[config.mk]
export PLATFORM = sky130hd
export DESIGN_NAME = ieee_754_divider_flat
export DESIGN_NICKNAME = d
export VERILOG_FILES = /design/src/rtl/fp32_pkg.sv /design/src/rtl/ieee_754_divider_if.sv /design/src/rtl/fp_div_mant_core.sv /design/src/rtl/ieee_754_divider.sv /design/src/flat_wrapper.sv
export SDC_FILE = /design/constraint.sdc
export NUM_CORES = 1
export LEC_CHECK = 0
export BUFFER_PORTS_ARGS = -buffer_cell sky130_fd_sc_hd__buf_4
export CORE_ASPECT_RATIO = 1.5
export CORE_MARGIN = 10
export CORE_UTILIZATION = 65
export DETAILED_ROUTE_END_ITERATION = 8
export PLACE_DENSITY = 0.84
export SETUP_SLACK_MARGIN = 0.02
export SLEW_MARGIN = 20
export SYNTH_ARGS = -nofsm -noshare
export SYNTH_HDL_FRONTEND = slang
export SYNTH_SLANG_ARGS = --single-unit
[constraint.sdc]
create_clock -name clk -period 6.17 [get_ports clk]
set_input_delay 0.9255 -clock clk [delete_from_list [all_inputs] [get_ports clk]]
set_output_delay 0.9255 -clock clk [all_outputs]
set_load 0.01 [all_outputs]
[src/rtl/fp32_pkg.sv]
// Shared single-precision constants and the sequencer state type used by the
// iterative FP divider (and its multiplier sibling).
package fp32_pkg;

   localparam int          BIAS    = 127;
   localparam int          EXP_MAX = 255;
   localparam int          QBITS   = 26;
   localparam logic [31:0] QNAN    = 32'h7FC0_0000;
   localparam logic [31:0] POS_INF = 32'h7F80_0000;

   typedef enum logic [1:0] {
      IDLE  = 2'd0,
      PREP  = 2'd1,
      DIV   = 2'd2,
      ROUND = 2'd3
   } state_t;

endpackage

[src/rtl/ieee_754_divider_if.sv]
// Operand/result handshake bundle shared by the FPU dispatch and the divider.
interface ieee_754_divider_if;

   logic [31:0] rs1;
   logic [31:0] rs2;
   logic        start;
   logic [31:0] result;
   logic        valid;
   logic        busy;

   modport master (output rs1, output rs2, output start,
                   input  result, input valid, input busy);

   modport slave  (input  rs1, input rs2, input start,
                   output result, output valid, output busy);

endinterface

[src/rtl/fp_div_mant_core.sv]
// Radix-2 restoring significand divider: one quotient bit per clock, QBITS bits.
module fp_div_mant_core
   import fp32_pkg::*;
(
   input  logic             clk,
   input  logic             rst_n,
   input  logic [QBITS-1:0] a_i,
   input  logic [QBITS-1:0] b_i,
   input  logic             go_i,
   output logic [QBITS-1:0] q_o,
   output logic             sticky_o,
   output logic             done_o
);

   localparam logic [4:0] LAST = 5'(QBITS - 1);

   logic [QBITS-1:0] rem_q;
   logic [QBITS-1:0] div_q;
   logic [QBITS-1:0] quo_q;
   logic [4:0]       cnt_q;
   logic             run_q;

   logic             ge_d;
   logic [QBITS-1:0] diff_d;

   always_comb begin
      ge_d   = (rem_q >= div_q);
      diff_d = ge_d ? (rem_q - div_q) : rem_q;
   end

   always_ff @(posedge clk or negedge rst_n) begin
      if (!rst_n) begin
         rem_q <= '0;
         div_q <= '0;
         quo_q <= '0;
         cnt_q <= '0;
         run_q <= 1'b0;
      end else if (go_i) begin
         rem_q <= a_i;
         div_q <= b_i;
         quo_q <= '0;
         cnt_q <= '0;
         run_q <= 1'b1;
      end else if (run_q) begin
         // diff < divisor < 2^24, so the bit shifted out is always zero
         rem_q <= {diff_d[QBITS-2:0], 1'b0};
         quo_q <= {quo_q[QBITS-2:0], ge_d};
         if (cnt_q == LAST) begin
            run_q <= 1'b0;
         end else begin
            cnt_q <= cnt_q + 5'd1;
         end
      end
   end

   assign q_o      = quo_q;
   assign sticky_o = |rem_q;
   assign done_o   = run_q && (cnt_q == LAST);

endmodule

[src/rtl/ieee_754_divider.sv]
// Iterative IEEE 754 single-precision divider (rs1 / rs2), RNE rounding,
// subnormal inputs and results flushed to zero.
//
// state | meaning
// IDLE  | waiting for start; result held
// PREP  | classify operands, emit specials, prenormalize significands
// DIV   | restoring significand loop running in the core
// ROUND | apply RNE, range-check exponent, publish result
module ieee_754_divider
   import fp32_pkg::*;
(
   input  logic                clk,
   input  logic                rst_n,
   ieee_754_divider_if.slave   dbus
);

   localparam logic signed [9:0] BIAS_S    = 10'(BIAS);
   localparam logic signed [9:0] EXP_MAX_S = 10'(EXP_MAX);

   state_t             state_q;
   logic [31:0]        op_a_q;
   logic [31:0]        op_b_q;
   logic [31:0]        result_q;
   logic               valid_q;
   logic               busy_q;
   logic               sign_q;
   logic signed [9:0]  exp_q;

   logic [7:0]         e1, e2;
   logic [22:0]        m1, m2;
   logic               a_zero, a_inf, a_nan, b_zero, b_inf, b_nan;
   logic               sign_d;
   logic               special_d;
   logic [31:0]        special_res_d;
   logic [23:0]        sig_a, sig_b;
   logic               a_lt_b;
   logic [QBITS-1:0]   core_a, core_b;
   logic signed [9:0]  exp_d;
   logic               core_go;

   logic [QBITS-1:0]   quo;
   logic               sticky;
   logic               core_done;
   logic               inc_d;
   logic [31:0]        rounded_d;
   logic [31:0]        round_res_d;

   always_comb begin
      e1     = op_a_q[30:23];
      e2     = op_b_q[30:23];
      m1     = op_a_q[22:0];
      m2     = op_b_q[22:0];
      a_zero = (e1 == 8'h00);
      b_zero = (e2 == 8'h00);
      a_inf  = (e1 == 8'hFF) && (m1 == 23'd0);
      b_inf  = (e2 == 8'hFF) && (m2 == 23'd0);
      a_nan  = (e1 == 8'hFF) && (m1 != 23'd0);
      b_nan  = (e2 == 8'hFF) && (m2 != 23'd0);
      sign_d = op_a_q[31] ^ op_b_q[31];

      special_d     = 1'b1;
      special_res_d = 32'd0;
      if (a_nan || b_nan || (a_zero && b_zero) || (a_inf && b_inf)) begin
         special_res_d = QNAN;
      end else if (b_zero || a_inf) begin
         special_res_d = {sign_d, POS_INF[30:0]};
      end else if (a_zero || b_inf) begin
         special_res_d = {sign_d, 31'd0};
      end else begin
         special_d = 1'b0;
      end

      // Doubling A when A < B keeps the quotient in [1,2), so q[25] is the hidden bit
      sig_a  = {1'b1, m1};
      sig_b  = {1'b1, m2};
      a_lt_b = (sig_a < sig_b);
      core_a = a_lt_b ? {1'b0, sig_a, 1'b0} : {2'b00, sig_a};
      core_b = {2'b00, sig_b};
      exp_d  = $signed({2'b00, e1}) - $signed({2'b00, e2}) + BIAS_S
               - (a_lt_b ? 10'sd1 : 10'sd0);
      core_go = (state_q == PREP) && !special_d;
   end

   fp_div_mant_core u_core (
      .clk      (clk),
      .rst_n    (rst_n),
      .a_i      (core_a),
      .b_i      (core_b),
      .go_i     (core_go),
      .q_o      (quo),
      .sticky_o (sticky),
      .done_o   (core_done)
   );

   always_comb begin
      inc_d     = quo[1] & (quo[0] | sticky | quo[2]);
      // A mantissa carry ripples into the exponent field; 254 + 1 lands on inf
      rounded_d = {sign_q, exp_q[7:0], quo[QBITS-2:2]} + 32'(inc_d);
      if (exp_q >= EXP_MAX_S) begin
         round_res_d = {sign_q, POS_INF[30:0]};
      end else if (exp_q <= 10'sd0) begin
         round_res_d = {sign_q, 31'd0};
      end else begin
         round_res_d = rounded_d;
      end
   end

   always_ff @(posedge clk or negedge rst_n) begin
      if (!rst_n) begin
         state_q  <= IDLE;
         op_a_q   <= '0;
         op_b_q   <= '0;
         result_q <= '0;
         valid_q  <= 1'b0;
         busy_q   <= 1'b0;
         sign_q   <= 1'b0;
         exp_q    <= '0;
      end else begin
         valid_q <= 1'b0;
         case (state_q)
            IDLE: begin
               if (dbus.start && !busy_q) begin
                  op_a_q  <= dbus.rs1;
                  op_b_q  <= dbus.rs2;
                  busy_q  <= 1'b1;
                  state_q <= PREP;
               end
            end
            PREP: begin
               sign_q <= sign_d;
               if (special_d) begin
                  result_q <= special_res_d;
                  valid_q  <= 1'b1;
                  busy_q   <= 1'b0;
                  state_q  <= IDLE;
               end else begin
                  exp_q   <= exp_d;
                  state_q <= DIV;
               end
            end
            DIV: begin
               if (core_done) begin
                  state_q <= ROUND;
               end
            end
            ROUND: begin
               result_q <= round_res_d;
               valid_q  <= 1'b1;
               busy_q   <= 1'b0;
               state_q  <= IDLE;
            end
            default: state_q <= IDLE;
         endcase
      end
   end

   assign dbus.result = result_q;
   assign dbus.valid  = valid_q;
   assign dbus.busy   = busy_q;

endmodule

[src/flat_wrapper.sv]
// flat-port wrapper written by rule: the top's interface ports become plain ports
module ieee_754_divider_flat import fp32_pkg::*;
  (clk, rst_n, dbus_rs1, dbus_rs2, dbus_start, dbus_result, dbus_valid, dbus_busy);
  ieee_754_divider_if dbus_i ();
  input  logic clk;
  input  logic rst_n;
  input wire logic [$bits(dbus_i.rs1)-1:0] dbus_rs1;
  input wire logic [$bits(dbus_i.rs2)-1:0] dbus_rs2;
  input wire logic [$bits(dbus_i.start)-1:0] dbus_start;
  output wire logic [$bits(dbus_i.result)-1:0] dbus_result;
  output wire logic [$bits(dbus_i.valid)-1:0] dbus_valid;
  output wire logic [$bits(dbus_i.busy)-1:0] dbus_busy;
  assign dbus_i.rs1 = dbus_rs1;
  assign dbus_i.rs2 = dbus_rs2;
  assign dbus_i.start = dbus_start;
  assign dbus_result = dbus_i.result;
  assign dbus_valid = dbus_i.valid;
  assign dbus_busy = dbus_i.busy;
  ieee_754_divider u_core (.clk(clk), .rst_n(rst_n), .dbus(dbus_i));
endmodule
After elaboration in Yosys (flattened, before gate mapping)
Index checks and enable logic that the tools add are counted.

Add/sub/neg operators: 6. $lt $le $gt $ge: 4. Equality and inequality tests: 10. Mux-type cells: 32. Bitwise logic cells: 5. Reduce and logical (&&, ||, !) cells: 33.

Operator list (count): 2-to-1 mux 32 bit (6); 2-to-1 mux 25 bit (4); case mux 32 bit (2 select lines) (1); 2-to-1 mux 26 bit (2); zero test 23 bit (2); nonzero test 23 bit (2); adder 32 x 1 -> 32 bit (1); >= comparator 26 x 24 -> 1 bit (1); OR reduction 26 bit (1); subtractor 25 x 24 -> 25 bit (1); less-than comparator 24 bit (1); == test 8 bit, second input constant (2); zero test 8 bit (2); 2-to-1 mux 5 bit (3); adder 10 x 8 -> 10 bit, second input constant (1); >= comparator 10 x 9 -> 1 bit, second input constant (1); less-or-equal comparator 10 x 1 -> 1 bit, second input constant (1); 2-to-1 mux 1 bit (10); AND reduction 2 bit (5); subtractor 10 bit (1); logical AND 1 bit (9); subtractor 8 x 8 -> 9 bit (1); inequality test 2 x 1 -> 1 bit, second input constant (4); case mux 2 bit (4 select lines) (1); 17 further kinds (27).

Flip-flop bits (word level): 192. Bits of input ports: 67. Output and inout bits: 34. Logic and storage cells: 103.

Depth between registers and ports, before layout
Gate-level depths: netlist of the first run.

Depth in word-level cells: 10. Gate-level depth with buffers: 20. Mapped depth without buffers: 18.

Hierarchy
Synthesis of the first run repeated with hierarchy kept, for this count alone.

Cells, all modules: 1216. Area total of the unflattened synthesis: 11791.3 um^2.

By module, submodules not included: ieee_754_divider (instances 1, cells an instance 637, area an instance 6623.9 um^2, sequential area each 2777.7 um^2); fp_div_mant_core (instances 1, cells an instance 579, area an instance 5167.5 um^2, sequential area each 2102.0 um^2).

Worst setup path before layout of the first run
OpenSTA, ideal clock, no wires.

Kind: reg-to-reg. From: reg u_core.op_a_q[13]. To: reg u_core.exp_q[9]. Data arrival time: 3.727 ns. Data required time: 6.105 ns. Slack: 2.378 ns. Cell stages (with the launch flop): 20. Clock period less this slack: 3.792 ns. Cells stage by stage: dfrtp_1 > ha_1 > a21o_1 > a21o_1 > a221o_1 > a211oi_1 > o31ai_1 > buf_2 > buf_2 > ha_1 > ha_1 > inv_1 > fa_1 > inv_1 > a21oi_1 > o21bai_1 > a21o_1 > a21o_1 > a2111oi_0 > a21o_1.

Longest elaborated chain between the ends: 8.

RTL lines: start: declaration (line ieee_754_divider.sv:21) `logic [31:0] op_a_q;`; start signal: assignment (line ieee_754_divider.sv:123) `op_a_q <= dbus.rs1;`; branches (longest 8 deep; another with less-than comparator 24 bit); end signal: assignment (line ieee_754_divider.sv:137) `exp_q <= exp_d;`; end: declaration (line ieee_754_divider.sv:27) `logic signed [9:0] exp_q;`.

Parallel ways; which one is timed is not known. A chain may end at the register's enable or synchronous reset.

Final worst setup path of the first run
Same ends and word-level chain as after synthesis.

==> impl_metrics.tcl, run 1 <==
set metrics [dict create \
    setup_viol 0 \
    relSlewSlack_pct 37.0 \
    port_buffers 100 \
    vias 9267 \
    overflow 0 \
    vias_per_cell 6.15 \
    ant_nets 0 \
    drt_wl_total_um 28500 \
    clock_skew_ps 13.1 \
    cts_made_buffers 17 \
    clk_pin_slew_worst_paths_ps 80 \
    syn_to_final_growth_pct 13.6 \
    globalRouteTotalUtil_pct 24.7 \
    worstPathRequired_ps 6550 \
    wl_met1_um 10500 \
    drv_slew 0 \
    fp.coreArea_um2 16800 \
    fill_cells 1202 \
    syn-num-nets 1344 \
    worst_setup_path_end_kind "flop" \
    wl_met3_um 1230 \
    num_rows 58 \
    drt_iter0_drc 666 \
    final-hold-violation-count 0 \
    grt_antenna_before_repair 0 \
    rsz0062_at_grt "false" \
    grt_pass1_vias 9584 \
    clock-root-buffer "clkbuf_16" \
    async_flop_share_pct 100 \
    final_nets 1418 \
    wl_met2_um 15400 \
    cts.sinks 192 \
    die_area_um2 23000 \
    start_kind "flop" \
    grt_pass1_wl_um 47100 \
    drv_cap 0 \
    die_h_um 181 \
    routedWlPerCell_um 18.9 \
    cts_hold_buf 0 \
    grt_max_degree 97 \
    max_freq_ghz 0.233 \
    hold_start "u_core.u_core.div_q[23]" \
    synth_edf_count 0 \
    reg2reg_depth 18 \
    synth_top_area_cell "dfrtp_1" \
    yosys_warnings 0 \
    tritoncts "built" \
    path_class "reg2reg" \
    fin_crit_ps 4290 \
    fin_area_um2 12700 \
    synth.top_cell.area_share_pct 42.9 \
    hp-class "reg2reg" \
    pin_count 101 \
    place_area_um2 12100 \
    drc 0 \
    synth-seq-area-share_pct 42.9 \
    status "finished clean" \
    r2r-start "u_core.op_a_q[13]" \
    fin_tns_setup_ps 0 \
    drive_gt1_share_pct 15.3 \
    cp.arrival_ps 4670 \
    yosys-top-cells-count "dfrtp_1, nand2_1, o21ai_0, nor2_1, inv_1" \
    gp_congestion 0.945 \
    seq_area_um2 4810 \
    postSynthAreaPerCell_um2 9.27 \
    synth.area.top_cells "dfrtp_1, ha_1, nand2_1, o21ai_0, mux2i_1" \
    post_cts_buffers 0 \
    topRoutingLayerUsed "met4" \
    ys.flop_type "dfrtp_1" \
    die_w_um 127 \
    cts_resized 0 \
    multiInputGateArea_um2 5910 \
    whs_path_depth 2 \
    regToRegSetupSlack_ps 1880 \
    fin_crit_sh_pct 69.5 \
    dp_cells 1474 \
    worst_skew_pair.late_latency_ps 440 \
    synth.ff_latch_count 192 \
    post-synth-top-count-cell "dfrtp_1" \
    first_pass_iters 5 \
    path_max_fanout 26 \
    cts.htree.levels 4 \
    syn_area_um2 11200 \
    syn_inst 1209 \
    n_antenna_cell 0 \
    worst_pin_slew_ps 944 \
    start_util_pct 66.5 \
    reg2reg_to "u_core.exp_q[9]" \
    dpl.hpwl_um 20900 \
    clockBufferDepth 2 \
    hold_end "u_core.u_core.div_q[23]" \
    stdcell_count 1506 \
    synthDistinctLibCells 71 \
]
[worst max path at each step]
stage,start,end,slack (ps)
3_5_place_dp,u_core.op_a_q[13],u_core.exp_q[9],1980
3_3_place_gp,u_core.op_a_q[13],u_core.exp_q[9],2050
4_1_cts,u_core.op_b_q[13],u_core.exp_q[9],1930
5_1_grt,u_core.op_b_q[13],u_core.exp_q[9],1660
2_1_floorplan,u_core.op_a_q[13],u_core.exp_q[9],2380
6_report,u_core.op_a_q[13],u_core.exp_q[9],1880
[cells by family (layout without fill, tap and decap cells)]
| family | count (synthesis) | count (layout) | share of synthesized area, % |
|---|---|---|---|
| and+or+nand+nor | 389 | 389 | 16.3 |
| AOI/OAI and AO/OA | 281 | 281 | 15.7 |
| DFF | 192 | 192 | 42.9 |
| buffers and inverters | 134 | 221 | 4.72 |
| muxes | 83 | 83 | 7.82 |
| adders and majority gates | 68 | 68 | 7.80 |
| xor gates and xnor gates | 62 | 62 | 4.85 |
[routing by layer]
layer,vias to the layer above,global-route usage (%)
li1,4425,-
met1,4494,26.3
met2,265,45.2
met3,83,4.31
met4,0,12.3
met5,-,0
[flip-flops by register name, summed over array words and instances (netlist names), named ones only]
register / flops
u_core.dbus.result: 32
u_core.u_core.rem_q: 26
u_core.u_core.cnt_q: 5
u_core.u_core.q_o: 25
u_core.op_b_q: 32
u_core.op_a_q: 32
u_core.u_core.div_q: 24
u_core.dbus.busy: 1
u_core.u_core.run_q: 1
u_core.dbus.valid: 1
u_core.sign_q: 1
u_core.exp_q: 10
u_core.state_q: 1
[critical path, cell delays in order, from the launching register on]
cell       delay (ps)
dfrtp_1           440
ha_1              300
a21o_1            160
a21o_1            170
a221o_1           330
a211oi_1          440
o31ai_4           120
buf_4             290
ha_1              270
ha_1              200
inv_1              70
fa_1              190
inv_1              50
a21oi_1           120
o21bai_1          110
a21o_1            200
a21o_1            200
a2111oi_0         430
a21o_1            130
[placed cells by master (no fill, tap or decap), types with 3 or more instances in the layout]
cell type  synthesis  final
xor2_1            34     34
nor3_1            29     29
dfrtp_1          192    191
nor2b_1            4      4
a211o_1            3      3
o311a_1            4      4
nand3_1           23     23
nand2b_1           8      8
a211oi_1          17     17
nor4_1            22     22
mux2_2            35     35
a21o_1            22     22
inv_8              0      3
ha_1              65     65
mux2i_1           47     47
nand4_1           18     18
and2_1             3      3
a221oi_1           3      3
o21ai_0          109    109
clkbuf_16          0     17
nand3_2            3      3
buf_4              0    107
clkinv_8           0      3
nor2_1            89     87
inv_6              0      5
o211ai_1           9      9
nand2_1          159    159
or3_1              3      3
o21ai_1            8      8
and3_1             8      8
a21oi_1           48     48
o22ai_1           13     13
inv_1             80     80
o2111ai_1          3      3
xnor2_1           28     28
fa_1               3      3
or2_2              2      3
a31oi_1            8      8
o21bai_1           7      7
[cell type report]
type	count	area share [%]
repair buffers	108	6.42
clock inverters	15	1.65
multi-input cells	883	46.4
well taps	210	2.06
flip-flops and latches	192	37.7
inverters	81	2.39
clock buffers	17	3.34
[per-stage QoR]
step	worst slack [ps]	hold WS (ps)	utilization [%]
global route	1660	509	75.6
finish	1880	469	75.6
detailed placement	1980	455	71.8
floorplan	2380	418	-
global placement	2050	435	71.8
CTS	1930	473	75.6
Power of run 1 is not shown: default switching activity piles up to over one toggle a cycle in this logic, so the estimate is an artifact.
==> inputs of run 2 (changes only) <==
--- a/config.mk
+++ b/config.mk
@@ -8,9 +8,9 @@
 export BUFFER_PORTS_ARGS = -buffer_cell sky130_fd_sc_hd__buf_4
 export CORE_ASPECT_RATIO = 1.5
 export CORE_MARGIN = 10
-export CORE_UTILIZATION = 65
+export CORE_UTILIZATION = 55
 export DETAILED_ROUTE_END_ITERATION = 8
-export PLACE_DENSITY = 0.84
+export PLACE_DENSITY = 0.76
 export SETUP_SLACK_MARGIN = 0.02
 export SLEW_MARGIN = 20
 export SYNTH_ARGS = -nofsm -noshare
==> constraint.sdc (replaced) <==
create_clock -name clk -period 3.84 [get_ports clk]
set_input_delay 0.576 -clock clk [delete_from_list [all_inputs] [get_ports clk]]
set_output_delay 0.576 -clock clk [all_outputs]
set_load 0.01 [all_outputs]
==> run 2 against run 1 <==
Net effect: via count is 2.2% lower; setup slack worse by 1600 ps; register-to-register slack worse by 1600 ps; routed wire length is 3.9% lower; largest cell class unchanged; sequential share of layout area is 0.63 points lower; non-clock buffer count is 14 higher; global-route usage is 3.7 points lower; design area is 1.7% higher; count of clock-buffer cells in the layout is 1 higher; worst hold slack worse by 270 ps; die area is 16% higher.
==> impl_metrics.tcl, run 2 (synthesis gave the netlist of run 1 again) <==
set metrics [dict create \
    status "finished clean" \
    overflow 0 \
    cts.htree.levels 4 \
    most-common-layout-cells "dfrtp_1, nand2_1, buf_4" \
    fill_cells 1731 \
    routedWlPerCell_um 17.4 \
    clock_skew_ps 9.99 \
    grt_antenna_before_repair 0 \
    cts_made_buffers 17 \
    setup_viol 0 \
    syn_to_final_growth_pct 15.6 \
    drv_slew 0 \
    fp.coreArea_um2 19900 \
    cp.arrival_ps 3980 \
    vias_per_cell 5.77 \
    fin_crit_ps 3600 \
    drt_iter0_drc 664 \
    die_area_um2 26600 \
    hp-class "in2async" \
    clock-root-buffer "clkbuf_16" \
    drv_cap 0 \
    drive_gt1_share_pct 16.5 \
    final-hold-violation-count 0 \
    tritoncts "built" \
    die_h_um 195 \
    path_cells "inv_1 > ha_1 > a21o_1 > a211o_1 > a2111oi_4 > buf_4 > o31ai_4 > ha_2 > ha_1 > inv_1 > fa_1 > inv_1 > a21oi_1 > o21bai_1 > a21o_1 > a21o_1 > a2111oi_4 > a21o_1" \
    start_kind "flop" \
    final_nets 1432 \
    cts.sinks 192 \
    gp_congestion 0.910 \
    r2r-start "u_core.op_b_q[9]" \
    ant_nets 0 \
    cp_num_buf_inv 4 \
    grt_pass1_wl_um 45300 \
    grt_pass1_vias 9082 \
    dpl.hpwl_um 20900 \
    crit_path_frequent_cell "a21o_1" \
    cp_num_cells 18 \
    vias 9060 \
    critPathSlowestCell "dfrtp_1" \
    relSlewSlack_pct 36.2 \
    port_buffers 100 \
    path_class "reg2reg" \
    slowest_delay_ps 360 \
    pin_count 101 \
    drc 0 \
    rsz0062_at_grt "true" \
    drt_wl_total_um 27300 \
    clk_pin_slew_worst_paths_ps 70 \
    clockBufferDepth 2 \
    first_pass_iters 5 \
    grt_max_degree 104 \
    regToRegSetupSlack_ps 240 \
    worst_pin_slew_ps 949 \
    num_rows 63 \
    path_max_fanout 3 \
    mostFrequentLayoutCell "dfrtp_1" \
    worst_skew_pair.late_latency_ps 450 \
    crit_path_start "u_core.op_b_q[9]" \
    n_antenna_cell 0 \
    max_freq_ghz 0.278 \
    start_util_pct 56.2 \
    fin_crit_sh_pct 93.8 \
    crit_family "compound AO/OA/AOI/OAI gates" \
    reg2reg_depth 18 \
    worst_setup_path_end_kind "flop" \
    final_util_pct 64.9 \
    globalRouteTotalUtil_pct 21.0 \
    die_w_um 137 \
    worstPathRequired_ps 4220 \
]
[run 2: changes by cell type in the layout (fill, tap and decap cells not counted), sizes merged]
cell and delta:
inv -2, buf +14, clkinv +1, clkbuf +1
[run 2: area by class of cell]
class                      count  area [um2]  share of cell area, %
clock buffer                  18         439                   3.39
clock inverter                14         173                   1.33
inverter                      81         304                   2.35
multi-input combinational    883        5940                   45.9
sequential                   192        4810                   37.1
tap                          260         325                   2.51
timing repair buffer         122         960                   7.41
[run 2: repair_timing]
item                       in CTS  in global routing
pin swaps                       0                  3
setup buffers                   0                  1
hold buffers                    0                  0
resized for setup               1                  6
setup endpoints to repair       1                  3
[run 2: per-stage QoR]
stage | std cells | instance area (um2) | TNS (ps) | worst slack, ps | hold WS (ps)
after detailed placement | 1537 | 12300 | -6.31 | -6.31 | 440
after floorplan | 1209 | 11200 | 0 | 48.1 | 280
after global routing | 1570 | 12900 | 0 | 10.9 | 275
final | 1570 | 12900 | 0 | 238 | 197
after global placement | 1537 | 12300 | 0 | 50.1 | 431
after CTS | 1569 | 12900 | 0 | 45.5 | 241
[run 2: path summary, 6_finish.rpt]
kind / end
max reg2reg: u_core.exp_q[9]
min: u_core.dbus.result[5]
min reg2reg: u_core.u_core.div_q[23]
min in group clk: u_core.op_b_q[20]
max: u_core.exp_q[9]
max in group asynchronous: u_core.op_b_q[25]
[run 2: metal layers]
metal	vias up	track usage (%)	part of all wire (%)
li1	4455	-	-
met1	4346	22.5	39
met2	204	38.2	54
met3	55	4.78	4.6
met4	0	8.32	2.6
met5	-	0	0
[run 2: worst register-to-register path: cells and delay by family (launching register included)]
| family | cells | cell delay, ps |
|---|---|---|
| flip-flops | 1 | 360 |
| buffers and inverters | 4 | 350 |
| adder cells (fa/ha/maj) | 4 | 870 |
| AO/OA/AOI/OAI | 10 | 1940 |
Power of run 2 is left out for the same reason.
